===== src/rtl/hh_seq_ctrl.sv =====
// hh_seq_ctrl -- run sequencer for a neuron engine.
// Stimulus words pass from an input FIFO to the engine while a run is
// active. Results pass from the engine to an output FIFO at all times.
// An Avalon-MM CSR block starts and aborts runs, counts busy cycles and
// tracks how many stimulus words are still waiting for a result.
// CYC_LO and CYC_HI can also be written, so the cycle counter can be
// preset (for example to test the carry into the upper word).
// Optional feature: define HH_SEQ_CTRL_IRQ_EN to build the done interrupt.
// Without it, o_irq is tied low and the CTRL irq_en bit reads as 0.
module hh_seq_ctrl #(
  parameter int DATA_W = 32,
  parameter int STEP_W = 16,
  parameter int CNT_W  = 64
) (
  input  logic              clk,
  input  logic              reset_n,
  input  logic [DATA_W-1:0] i_data,
  input  logic              i_valid,
  output logic              o_ready,
  output logic [DATA_W-1:0] eng_o_data,
  output logic              eng_o_valid,
  input  logic              eng_i_ready,
  input  logic [DATA_W-1:0] eng_i_data,
  input  logic              eng_i_valid,
  output logic              eng_o_ready,
  output logic [DATA_W-1:0] o_data,
  output logic              o_valid,
  input  logic              i_ready,
  input  logic [2:0]        i_address,
  input  logic [31:0]       i_writedata,
  input  logic              i_write,
  input  logic              i_read,
  output logic [31:0]       o_readdata,
  output logic              o_waitrequest,
  output logic              o_irq
);

  localparam int HI_W  = CNT_W - 32;
  localparam int OUT_W = STEP_W + 1;

  typedef enum logic [1:0] {
    ST_IDLE  = 2'd0,
    ST_RUN   = 2'd1,
    ST_DRAIN = 2'd2,
    ST_DONE  = 2'd3
  } state_t;

  state_t            state_q, state_d;
  logic [STEP_W-1:0] steps_q, steps_d;
  logic [STEP_W-1:0] remaining_q, remaining_d;
  logic [OUT_W-1:0]  outstanding_q, outstanding_d;
  logic [CNT_W-1:0]  cyc_q, cyc_d;
  logic [HI_W-1:0]   shadow_q, shadow_d;
  logic              done_q, done_d;
  logic              aborted_q, aborted_d;
  logic              start_err_q, start_err_d;
  logic              irq_en_s;

  logic ctrl_wr_s, steps_wr_s, status_wr_s, cyc_lo_wr_s, cyc_hi_wr_s;
  logic start_req_s, abort_req_s, busy_s;
  logic stim_xfer_s, res_xfer_s;

  // CSR write decode and stream handshake qualification.
  assign ctrl_wr_s   = i_write && (i_address == 3'd0);
  assign steps_wr_s  = i_write && (i_address == 3'd1);
  assign status_wr_s = i_write && (i_address == 3'd2);
  assign cyc_lo_wr_s = i_write && (i_address == 3'd3);
  assign cyc_hi_wr_s = i_write && (i_address == 3'd4);
  assign start_req_s = ctrl_wr_s && i_writedata[0];
  assign abort_req_s = ctrl_wr_s && i_writedata[1];
  assign busy_s      = (state_q == ST_RUN) || (state_q == ST_DRAIN);
  assign stim_xfer_s = (state_q == ST_RUN) && i_valid && eng_i_ready;
  // After a reset the tracker is empty. Results that arrive later are
  // stale, so they must not drive the count below zero.
  assign res_xfer_s  = eng_i_valid && i_ready && (outstanding_q != '0);

  // Stimulus is gated by the run state. Results always pass straight through.
  assign eng_o_data    = i_data;
  assign eng_o_valid   = (state_q == ST_RUN) && i_valid;
  assign o_ready       = (state_q == ST_RUN) && eng_i_ready;
  assign o_data        = eng_i_data;
  assign o_valid       = eng_i_valid;
  assign eng_o_ready   = i_ready;
  assign o_waitrequest = 1'b0;

`ifdef HH_SEQ_CTRL_IRQ_EN
  logic irq_en_q, irq_en_d;
  logic irq_q, irq_d;

  // Interrupt enable register and the registered done interrupt.
  always_comb begin
    irq_en_d = irq_en_q;
    if (ctrl_wr_s) begin
      irq_en_d = i_writedata[2];
    end else begin
      irq_en_d = irq_en_q;
    end
    // The interrupt drops on the same edge that a W1C clears done.
    irq_d = done_q && irq_en_q && !(status_wr_s && i_writedata[1]);
  end

  // Interrupt state flops.
  always_ff @(posedge clk or negedge reset_n) begin
    if (!reset_n) begin
      irq_en_q <= 1'b0;
      irq_q    <= 1'b0;
    end else begin
      irq_en_q <= irq_en_d;
      irq_q    <= irq_d;
    end
  end

  assign irq_en_s = irq_en_q;
  assign o_irq    = irq_q;
`else
  assign irq_en_s = 1'b0;
  assign o_irq    = 1'b0;
`endif

  // Next-state logic for the sequencer FSM, counters and status flags.
  always_comb begin
    state_d       = state_q;
    steps_d       = steps_q;
    remaining_d   = remaining_q;
    outstanding_d = outstanding_q;
    cyc_d         = cyc_q;
    shadow_d      = shadow_q;
    done_d        = done_q;
    aborted_d     = aborted_q;
    start_err_d   = start_err_q;

    if (steps_wr_s) begin
      steps_d = i_writedata[STEP_W-1:0];
    end else begin
      steps_d = steps_q;
    end

    // Reading CYC_LO latches the upper word, so a later CYC_HI read
    // pairs with this low word even if a carry occurs in between.
    if (i_read && (i_address == 3'd3)) begin
      shadow_d = cyc_q[CNT_W-1:32];
    end else begin
      shadow_d = shadow_q;
    end

    case ({stim_xfer_s, res_xfer_s})
      2'b10:   outstanding_d = outstanding_q + OUT_W'(1);
      2'b01:   outstanding_d = outstanding_q - OUT_W'(1);
      default: outstanding_d = outstanding_q;
    endcase

    // The counter saturates at all-ones. A CSR write overrides it.
    if (busy_s && (cyc_q != '1)) begin
      cyc_d = cyc_q + CNT_W'(1);
    end else begin
      cyc_d = cyc_q;
    end
    if (cyc_lo_wr_s) begin
      cyc_d[31:0] = i_writedata;
    end else begin
      cyc_d[31:0] = cyc_d[31:0];
    end
    if (cyc_hi_wr_s) begin
      cyc_d[CNT_W-1:32] = i_writedata[HI_W-1:0];
    end else begin
      cyc_d[CNT_W-1:32] = cyc_d[CNT_W-1:32];
    end

    // W1C happens first, so an event on the same edge still sets its flag.
    if (status_wr_s) begin
      done_d      = done_q      && !i_writedata[1];
      aborted_d   = aborted_q   && !i_writedata[2];
      start_err_d = start_err_q && !i_writedata[3];
    end else begin
      done_d      = done_q;
      aborted_d   = aborted_q;
      start_err_d = start_err_q;
    end

    case (state_q)
      ST_IDLE, ST_DONE: begin
        // If start and abort arrive in the same write, abort wins. Abort
        // has no effect here, so such a write does nothing.
        if (start_req_s && !abort_req_s) begin
          remaining_d = steps_q;
          cyc_d       = '0;
          aborted_d   = 1'b0;
          if (steps_q == '0) begin
            state_d = ST_DONE;
            done_d  = 1'b1;
          end else begin
            state_d = ST_RUN;
            done_d  = 1'b0;
          end
        end else begin
          state_d = state_q;
        end
      end
      ST_RUN: begin
        if (stim_xfer_s) begin
          remaining_d = remaining_q - STEP_W'(1);
        end else begin
          remaining_d = remaining_q;
        end
        if (abort_req_s) begin
          state_d   = ST_DRAIN;
          aborted_d = 1'b1;
        end else if (stim_xfer_s && (remaining_q == STEP_W'(1))) begin
          state_d = ST_DRAIN;
          if (start_req_s) begin
            start_err_d = 1'b1;
          end else begin
            start_err_d = start_err_d;
          end
        end else begin
          state_d = ST_RUN;
          if (start_req_s) begin
            start_err_d = 1'b1;
          end else begin
            start_err_d = start_err_d;
          end
        end
      end
      ST_DRAIN: begin
        if (start_req_s && !abort_req_s) begin
          start_err_d = 1'b1;
        end else begin
          start_err_d = start_err_d;
        end
        if (outstanding_d == '0) begin
          state_d = ST_DONE;
          done_d  = 1'b1;
        end else begin
          state_d = ST_DRAIN;
        end
      end
      default: begin
        state_d = ST_IDLE;
      end
    endcase
  end

  // Sequencer state, counters and status flags.
  always_ff @(posedge clk or negedge reset_n) begin
    if (!reset_n) begin
      state_q       <= ST_IDLE;
      steps_q       <= '0;
      remaining_q   <= '0;
      outstanding_q <= '0;
      cyc_q         <= '0;
      shadow_q      <= '0;
      done_q        <= 1'b0;
      aborted_q     <= 1'b0;
      start_err_q   <= 1'b0;
    end else begin
      state_q       <= state_d;
      steps_q       <= steps_d;
      remaining_q   <= remaining_d;
      outstanding_q <= outstanding_d;
      cyc_q         <= cyc_d;
      shadow_q      <= shadow_d;
      done_q        <= done_d;
      aborted_q     <= aborted_d;
      start_err_q   <= start_err_d;
    end
  end

  // Combinational CSR read mux. Unmapped addresses read as zero.
  always_comb begin
    logic [31:0] hi_ext;
    logic [31:0] steps_ext;
    logic [32:0] out_ext;
    hi_ext                 = '0;
    hi_ext[HI_W-1:0]       = shadow_q;
    steps_ext              = '0;
    steps_ext[STEP_W-1:0]  = steps_q;
    out_ext                = '0;
    out_ext[OUT_W-1:0]     = outstanding_q;
    case (i_address)
      3'd0:    o_readdata = {29'd0, irq_en_s, 2'd0};
      3'd1:    o_readdata = steps_ext;
      3'd2:    o_readdata = {28'd0, start_err_q, aborted_q, done_q, busy_s};
      3'd3:    o_readdata = cyc_q[31:0];
      3'd4:    o_readdata = hi_ext;
      3'd5:    o_readdata = out_ext[31:0];
      default: o_readdata = 32'd0;
    endcase
  end

endmodule

===== config.mk =====
export PLATFORM = sky130hd
export DESIGN_NAME = hh_seq_ctrl
export DESIGN_NICKNAME = d
export VERILOG_FILES = /design/src/rtl/hh_seq_ctrl.sv
export SDC_FILE = /design/constraint.sdc
export NUM_CORES = 1
export LEC_CHECK = 0
export ABC_CLOCK_PERIOD_IN_PS = 4100
export BUFFER_PORTS_ARGS = -buffer_cell sky130_fd_sc_hd__clkbuf_2
export CAP_MARGIN = 15
export CORE_MARGIN = 10
export CORE_UTILIZATION = 50
export CTS_CLUSTER_DIAMETER = 150
export CTS_CLUSTER_SIZE = 25
export DETAILED_ROUTE_END_ITERATION = 10
export PLACE_DENSITY = 0.84
export SYNTH_ARGS = -nofsm -noshare
export SYNTH_HDL_FRONTEND = slang
export SYNTH_SLANG_ARGS = --single-unit

===== constraint.sdc =====
create_clock -name clk -period 4.1 [get_ports clk]
set_clock_uncertainty 0.05 [all_clocks]
set_input_delay 0.82 -clock clk [delete_from_list [all_inputs] [get_ports clk]]
set_output_delay 0.82 -clock clk [all_outputs]
set_load 0.05 [all_outputs]

==> impl_metrics.ini, run 1 <==
[synthesis]
synth.top_cells.by_area = dfrtp_1, mux2_2, buf_4
ys_async_sr_fraction = 1.00
synth_edf_count = 0
yosysTopAreaCell = dfrtp_1
synthFlopType = dfrtp_1
syn_inst = 1060
avgSynthCellArea_um2 = 9.21
synth-seq-cells = 150
synth_warnings = 0
ys_seq_area_frac = 0.384
syn_area_um2 = 9770
synth.top_cell.area_share = 0.384
ys_types = 74

[status]
violations = negative setup slack
status = finished with violations

[final_layout]
nets = 1212
fin_area_um2 = 10900
layout_common_cells = dfrtp_1, o21ai_0, a21oi_1
syn_to_final_growth_pct = 11.6
layout-drive-gt1-share = 0.235
mostFrequentLayoutCell = dfrtp_1

[die]
die_area_um2 = 25500
pin_count = 209
fp.dieW_um = 160
start_util = 0.505
core_area_um2 = 19300
fp-row-count = 51
die_y_um = 160

[sta]
fin_tns_setup_ns = -0.0161
tightest_slew_ns = 1.16
setup_violations = 1
maxSlewViolCount = 0
setup_ws_ns = -0.0161
fmax_mhz = 243
period_share = 1.00
rsz0062_at_grt = true
min_period_ns = 4.12
hold_viol = 0
max-slew-margin-rel = 0.222

[pwr]
peakVddDrop_mv = 0.362
p_leak_nw = 4.54
powerDensity_nw_per_um2 = 643

[global_route]
grt_usage = 0.214
grt_use_met3 = 0.0450
gr-max-usage-layer = met2
grt_pass1_vias = 8409
grt_remaining_overflow = 0
grt_max_degree = 114
antenna_found_initial = 1
gr-usage-met1 = 0.255
grtUsageMet2 = 0.352
grt_pass1_wl_um = 44800

[critical_path]
path_max_fanout = 8
slowest_stage = or4_4
worstPathRequired_ns = 4.42
r2r_setup_slack_ns = -0.02
slowest_delay_ns = 0.53
crit_chain = nor4_2 -> nand4_1 -> nor4_2 -> nor2_2 -> ha_4 -> ha_1 -> buf_4 -> nand2_1 -> o21ai_0 -> nand2_1 -> a221oi_2 -> o21a_1 -> o31ai_1 -> or4_4 -> o41a_1 -> o21ai_1
critical_path.endpoint_type = flop
regToRegStartpoint = outstanding_q[12]
reg2regPathDepth = 16
start_kind = flop
r2r_end = done_q
crit_type = reg -> reg
arrival_ns = 4.44

[drt]
routed_wl_um = 28200
dr.pass1.iters = 5
initialDrtViolationCount = 901
viasPerCell = 6.27
vias = 8529
antenna_left = 0
remaining_drc_errors = 0
wl_per_cell_um = 20.8

[placement]
port_buffers = 78
hpwl_um = 19700
placed_area_um2 = 10200
gp_congestion = 0.924

[clock_network]
ctsLongestPathBuffers = 2
htreeDepth = 4
cts-root-buf = clkbuf_16
hold_buffers = 0
clock_latency_ns = 0.44
cts_tree = yes
cts_buffers = 17
clock_sinks = 150
clk_pin_slew_ns = 0.07

[run]
cap_violations = 0

[min_path]
hp-class = in -> async
-- cell usage after synthesis, types with 7 or more instances --
cell type,n
dfrtp_1,150
o21ai_0,92
a21oi_1,90
nand2_1,73
buf_4,68
nor2_1,53
mux2_2,50
clkbuf_1,44
nand3_1,37
xor2_1,37
mux2i_1,32
xnor2_1,32
nor3_1,25
inv_1,24
nand4_1,23
ha_1,22
o22ai_1,22
a22o_1,15
and3_1,12
nor4_1,12
a211oi_1,11
a22oi_1,7
and2_1,7
nand2b_1,7
-- where the power goes --
group          switching [mW]  internal, mW  leakage (nW)  total [mW]
sequential              0.605          2.00          1.72        2.61
combinational            1.70          1.22          2.57        2.91
clock                   0.652         0.836         0.251        1.49
-- state kept, by name, summed over array words and instances, names as in the netlist --
signal,cells
cyc_q,64
steps_q,16
aborted_q,1
start_err_q,1
done_q,1
outstanding_q,17
shadow_q,32
state_q,2
remaining_q,16
-- what timing repair did --
| action | CTS | global route |
|---|---|---|
| buffers inserted | 0 | 3 |
| setup endpoints to repair | 2 | 2 |
| resized for setup | 7 | 19 |
| pin swaps | 0 | 3 |
-- worst max path at each step --
stage	slack [ns]	to	startpoint	cells past startpoint
6_report	-0.02	done_q	outstanding_q[12]	16
5_1_grt	-0.19	done_q	outstanding_q[12]	16
4_1_cts	0.02	done_q	outstanding_q[12]	15
3_5_place_dp	-0.15	done_q	eng_i_ready	14
3_3_place_gp	-0.05	done_q	eng_i_ready	14
2_1_floorplan	0.05	done_q	eng_i_ready	13
-- logic make-up (layout without fill, tap and decap cells) --
logic type | count (synthesis) | in the layout | synth area share
AND/OR/NAND/NOR | 304 | 304 | 0.174
XOR/XNOR | 69 | 69 | 0.0619
flip-flops | 150 | 150 | 0.384
multiplexers | 82 | 82 | 0.0904
buffers and inverters | 146 | 180 | 0.0838
adder cells (fa/ha/maj) | 23 | 23 | 0.0302
other | 1 | 3 | 0.000384
AO/OA/AOI/OAI | 285 | 285 | 0.175
-- final cells by class --
| cell class | instances | area, um^2 |
|---|---|---|
| flip-flops and latches | 150 | 3750 |
| clock buffers | 18 | 429 |
| clock inverters | 14 | 128 |
| well taps | 265 | 332 |
| inverters | 24 | 90.1 |
| fillers | 1571 | 8440 |
| multi-input cells | 765 | 5350 |
| diodes | 1 | 2.50 |
| repair buffers | 124 | 815 |
-- stage by stage --
stage                     setup WS, ns  hold WS (ns)  std cells  power, mW   util
after global routing            -0.189         0.474       1360       7.39  0.563
after detailed placement        -0.152         0.445       1325       5.28  0.526
final                          -0.0161         0.450       1361       7.01  0.564
after floorplan                 0.0534         0.399       1061       4.54      -
after CTS                       0.0178         0.458       1357       6.81  0.557
after global placement         -0.0492         0.430       1325       5.16  0.526
-- routing by layer --
layer | vias to the layer above | part of all wire
met1 | 4150 | 0.40
met5 | - | 0
met2 | 440 | 0.49
li1 | 3839 | -
met3 | 100 | 0.073
met4 | 0 | 0.045
-- worst max-delay path, delay by kind of cell (launching register included) --
kind | cells | cell delay, ns
flops | 1 | 0.41
fa+ha+maj | 2 | 0.56
buf+inv | 1 | 0.15
simple gates | 7 | 1.53
compound gates | 6 | 1.34
No activity file was read; power rests on OpenSTA's default activity.
==> inputs of run 2 (changes only) <==
==> config.mk (replaced) <==
export PLATFORM = sky130hd
export DESIGN_NAME = hh_seq_ctrl
export DESIGN_NICKNAME = d
export VERILOG_FILES = /design/src/rtl/hh_seq_ctrl.sv
export SDC_FILE = /design/constraint.sdc
export NUM_CORES = 1
export LEC_CHECK = 0
export ABC_CLOCK_PERIOD_IN_PS = 5100
export BUFFER_PORTS_ARGS = -buffer_cell sky130_fd_sc_hd__clkbuf_2
export CAP_MARGIN = 15
export CORE_MARGIN = 10
export CORE_UTILIZATION = 55
export CTS_CLUSTER_DIAMETER = 150
export CTS_CLUSTER_SIZE = 25
export DETAILED_ROUTE_END_ITERATION = 10
export PLACE_DENSITY = 0.87
export SYNTH_ARGS = -nofsm -noshare
export SYNTH_HDL_FRONTEND = slang
export SYNTH_SLANG_ARGS = --single-unit
==> constraint.sdc (replaced) <==
create_clock -name clk -period 5.1 [get_ports clk]
set_clock_uncertainty 0.05 [all_clocks]
set_input_delay 1.02 -clock clk [delete_from_list [all_inputs] [get_ports clk]]
set_output_delay 1.02 -clock clk [all_outputs]
set_load 0.05 [all_outputs]
==> impl_metrics.ini, run 2 (synthesis results as in run 1) <==
[sta]
max-slew-margin-rel = 0.294
fmax_mhz = 223
setup_violations = 0
rsz0062_at_grt = false
period_share = 0.878
fin_tns_setup_ns = 0
tightest_slew_ns = 1.05
maxSlewViolCount = 0
hold_viol = 0
timing.hold.ws_ns = 0.458
min_period_ns = 4.48

[run]
cap_violations = 0

[global_route]
antenna_found_initial = 0
grt_pass1_wl_um = 43500
grt_usage = 0.224
grt_remaining_overflow = 0
grt_pass1_vias = 8105
grt_max_degree = 87

[critical_path]
slowest_delay_ns = 0.49
path_max_fanout = 8
arrival_ns = 4.80
slowest_stage = dfrtp_1
critical_path.endpoint_type = flop
crit_type = reg -> reg
crit_chain = nor4_1 -> nand4_1 -> nor4_1 -> nor2_1 -> ha_1 -> fa_1 -> a211oi_1 -> o21bai_1 -> nand4_1 -> o211ai_1 -> nor4_1 -> o2111ai_1 -> or4_1 -> o41a_1 -> o21ai_1
crit_top_cell = nor4_1
worstPathRequired_ns = 5.42
start_kind = flop

[clock_network]
post_cts_buffers = 0
cts_resized = 0
hold_buffers = 0
htreeDepth = 4
cts_buffers = 17
clock_latency_ns = 0.44
clock_sinks = 150
clk_pin_slew_ns = 0.07
cts_tree = yes
ctsLongestPathBuffers = 2
cts-root-buf = clkbuf_16

[drt]
viasPerCell = 6.56
vias = 8448
routed_wl_um = 27100
remaining_drc_errors = 0
dr.pass1.iters = 6
initialDrtViolationCount = 1027
wl_per_cell_um = 21.1
antenna_left = 0

[final_layout]
n_antenna_cell = 0
nets = 1179
mostFrequentLayoutCell = dfrtp_1
syn_to_final_growth_pct = 6.28
layout_common_cells = dfrtp_1, o21ai_0, a21oi_1
top_regs = cyc_q x64, shadow_q x32, outstanding_q x17
layout-drive-gt1-share = 0.192
top_register = cyc_q
largest_reg_flops = 64
fin_area_um2 = 10400

[die]
core_area_um2 = 17400
die_area_um2 = 23500
fp.dieW_um = 153
pin_count = 209
die_y_um = 153
fp-row-count = 48
start_util = 0.563

[min_path]
hp-class = reg -> reg

[pwr]
peakVddDrop_mv = 0.320
powerDensity_nw_per_um2 = 515
p_leak_nw = 4.37

[placement]
placed_area_um2 = 9820
hpwl_um = 19300
port_buffers = 78
gp_congestion = 0.953

[status]
status = finished, final reports clean
[run 2: cell types whose count changed in the layout (fill, tap and decap cells not counted), moves of 3 or more]
cell        before  now
buf_4           45   13
clkinvlp_4       7    1
buf_12           5    0
ha_1            17   22
nor4_1           7   12
clkbuf_2        73   77
nor4_2           7    3
clkinv_4         1    4
ha_4             3    0
inv_6            3    6
inv_8            0    3
[run 2: per-stage QoR]
step / instances / setup WS, ns / utilization / total power [mW]
6_report: 1287 / 0.623 / 0.598 / 5.35
5_1_grt: 1287 / 0.265 / 0.598 / 5.63
4_1_cts: 1287 / 0.663 / 0.598 / 5.29
3_5_place_dp: 1255 / 0.521 / 0.566 / 4.07
3_3_place_gp: 1255 / 0.637 / 0.566 / 3.97
2_1_floorplan: 1061 / 0.521 / - / 3.65
[run 2: area by class of cell]
cell class | instances | area, um^2
multi-input combinational | 765 | 5200
clock inverter | 15 | 134
fill | 1347 | 6980
tap | 225 | 282
sequential | 150 | 3750
inverter | 24 | 90.1
clock buffer | 17 | 425
timing repair buffer | 91 | 494
[run 2: critical path, delay by kind of cell, from the launching register on]
kind / cells / cell delay (ns)
compound gates: 6 / 1.31
fa+ha+maj: 2 / 0.81
flops: 1 / 0.49
simple gates: 7 / 1.75
[run 2: routing by layer]
layer  up-vias  track usage  wire length [um]
li1       3773            -                 -
met1      4081        0.276             10700
met2       488        0.364             13000
met3       106       0.0519              2290
met4         0        0.104              1080
met5         -            0                 0
[run 2: final timing paths]
check / from / end / slack, ns / cells after the start
min in group asynchronous: reset_n / cyc_q[19] / 0.60 / 1
max in group asynchronous: reset_n / cyc_q[53] / 3.41 / 2
hold / removal: shadow_q[31] / shadow_q[31] / 0.46 / 1
setup reg to reg: outstanding_q[0] / done_q / 0.62 / 15
hold reg to reg: shadow_q[31] / shadow_q[31] / 0.46 / 1
setup / recovery: outstanding_q[0] / done_q / 0.62 / 15
[run 2: power by group]
part           internal, mW  total (mW)  switching [mW]  leakage [nW]
registers              1.61        2.14           0.529          1.72
clock network         0.642        1.21           0.567         0.275
logic                 0.802        2.00            1.20          2.37
==> inputs of run 3 (changes only) <==
--- a/config.mk
+++ b/config.mk
@@ -13,6 +13,7 @@
 export CTS_CLUSTER_DIAMETER = 150
 export CTS_CLUSTER_SIZE = 25
 export DETAILED_ROUTE_END_ITERATION = 10
+export GPL_TIMING_DRIVEN = 0
 export PLACE_DENSITY = 0.87
 export SYNTH_ARGS = -nofsm -noshare
 export SYNTH_HDL_FRONTEND = slang
==> impl_metrics.ini, run 3 (synthesis results as in run 1) <==
[final_layout]
n_antenna_cell = 0
mostFrequentLayoutCell = dfrtp_1
instances_no_fill = 1458
top_register = cyc_q
top_regs = cyc_q x64, shadow_q x32, outstanding_q x17
fin_area_um2 = 11400
regArea_um2 = 3750
layout-drive-gt1-share = 0.264
syn_to_final_growth_pct = 16.3
nets = 1351
multi_input_area_um2 = 5200
layout_common_cells = dfrtp_1, clkbuf_2, o21ai_0
fill_cells = 1333
largest_reg_flops = 64

[drt]
wl_per_cell_um = 20.9
vias = 9103
remaining_drc_errors = 0
viasPerCell = 6.24
routed_wl_um = 30400
antenna_left = 0
initialDrtViolationCount = 1025
dr.pass1.iters = 6

[sta]
fin_tns_setup_ns = 0
timing.hold.ws_ns = 0.455
hold_viol = 0
maxSlewViolCount = 0
max-slew-margin-rel = 0.323
setup_violations = 0
rsz0062_at_grt = false
period_share = 0.942
min_period_ns = 4.80
tightest_slew_ns = 1.01
fmax_mhz = 208

[placement]
hpwl_um = 23000
dp_cells = 1427
gp_congestion = 0.976
port_buffers = 140
placed_area_um2 = 10800

[critical_path]
crit_type = reg -> reg
r2r_end = state_q[0]
path_max_fanout = 19
slowest_delay_ns = 0.51
crit_top_cell = nor4_1
slowest_stage = or4_1
r2r_setup_slack_ns = 0.30
crit_path_end = state_q[0]
regToRegStartpoint = outstanding_q[0]
worstPathRequired_ns = 5.42
arrival_ns = 5.12
start_kind = flop
crit_start = outstanding_q[0]
crit_chain = buf_2 -> nor4_1 -> nand4_1 -> nor4_1 -> nor2_1 -> ha_2 -> fa_1 -> a21o_1 -> a211o_1 -> a31oi_1 -> o2111ai_1 -> nor4_1 -> o2111ai_1 -> or4_1 -> nor4_1 -> o31a_1
reg2regPathDepth = 16
critical_path.endpoint_type = flop

[global_route]
grt_usage = 0.250
grt_pass1_vias = 9091
grt_max_degree = 105
grt_pass1_wl_um = 48200
antenna_found_initial = 2
grt_remaining_overflow = 0

[pwr]
powerDensity_nw_per_um2 = 490
peakVddDrop_mv = 0.336
finalPower_mw = 5.57
p_leak_nw = 4.98

[die]
pin_count = 209
core_area_um2 = 17400
fp.dieW_um = 153
start_util = 0.563
die_y_um = 153
die_area_um2 = 23500
fp-row-count = 48

[run]
cap_violations = 0

[clock_network]
clock_latency_ns = 0.42
cts_buffers = 17
ctsLongestPathBuffers = 2
cts_tree = yes
clk_pin_slew_ns = 0.06
cts-root-buf = clkbuf_16
clock_sinks = 150
htreeDepth = 4

[min_path]
hp-class = reg -> reg
min-delay-start = shadow_q[19]

[status]
status = finished, final reports clean
[run 3: cell types whose count changed in the layout (fill, tap and decap cells not counted), sizes merged]
cell      change
clkbuf      +112
inv           -9
clkinvlp      +2
bufinv        +2
buf          +65
clkinv        -1
[run 3: metal layers]
metal	wire [um]	up-vias	global-route usage	part of all wire
met5	15	-	0	0.00049
met4	1170	2	0.119	0.039
met3	3140	97	0.0648	0.10
met2	14400	602	0.402	0.47
met1	11700	4297	0.305	0.39
li1	-	4105	-	-
[run 3: critical path: cells and delay by family (launching register included)]
| kind | cells | cell delay, ns |
|---|---|---|
| AOI/OAI and AO/OA | 6 | 1.19 |
| and+or+nand+nor | 7 | 2.06 |
| DFF | 1 | 0.40 |
| adders and majority gates | 2 | 0.85 |
| buffers and inverters | 1 | 0.18 |
[run 3: stage by stage]
step	utilization	setup WS [ns]
finish	0.654	0.296
global route	0.654	0.0541
CTS	0.654	0.153
detailed placement	0.622	0.133
global placement	0.620	0.206
floorplan	-	0.521
[run 3: cell type report]
class / count / share of cell area
multi-input combinational: 765 / 0.458
buffer: 122 / 0.0641
sequential: 150 / 0.330
clock buffer: 22 / 0.0409
inverter: 24 / 0.00793
clock inverter: 9 / 0.00903
tap: 225 / 0.0248
timing repair buffer: 141 / 0.0649
[run 3: how the worst min path moves through the flow]
stage | endpoint | slack (ns) | cells past startpoint
floorplan | shadow_q[11] | 0.40 | 2
global placement | shadow_q[19] | 0.44 | 1
detailed placement | shadow_q[28] | 0.44 | 1
CTS | shadow_q[29] | 0.46 | 1
global route | shadow_q[25] | 0.47 | 1
finish | shadow_q[19] | 0.46 | 1
[run 3: timing repair]
action / 4_1_cts / 5_1_grt
resized for setup: 0 / 1
hold endpoints to repair: 0 / 0
endpoints found under the setup margin: 0 / 2
buffers inserted: 0 / 0
hold buffers: 0 / 0
[run 3: power breakdown]
group / total [mW] / leakage [nW] / internal, mW / switching (mW)
Clock: 1.23 / 0.272 / 0.739 / 0.489
Sequential: 2.13 / 1.72 / 1.61 / 0.516
Combinational: 2.21 / 2.99 / 0.865 / 1.35
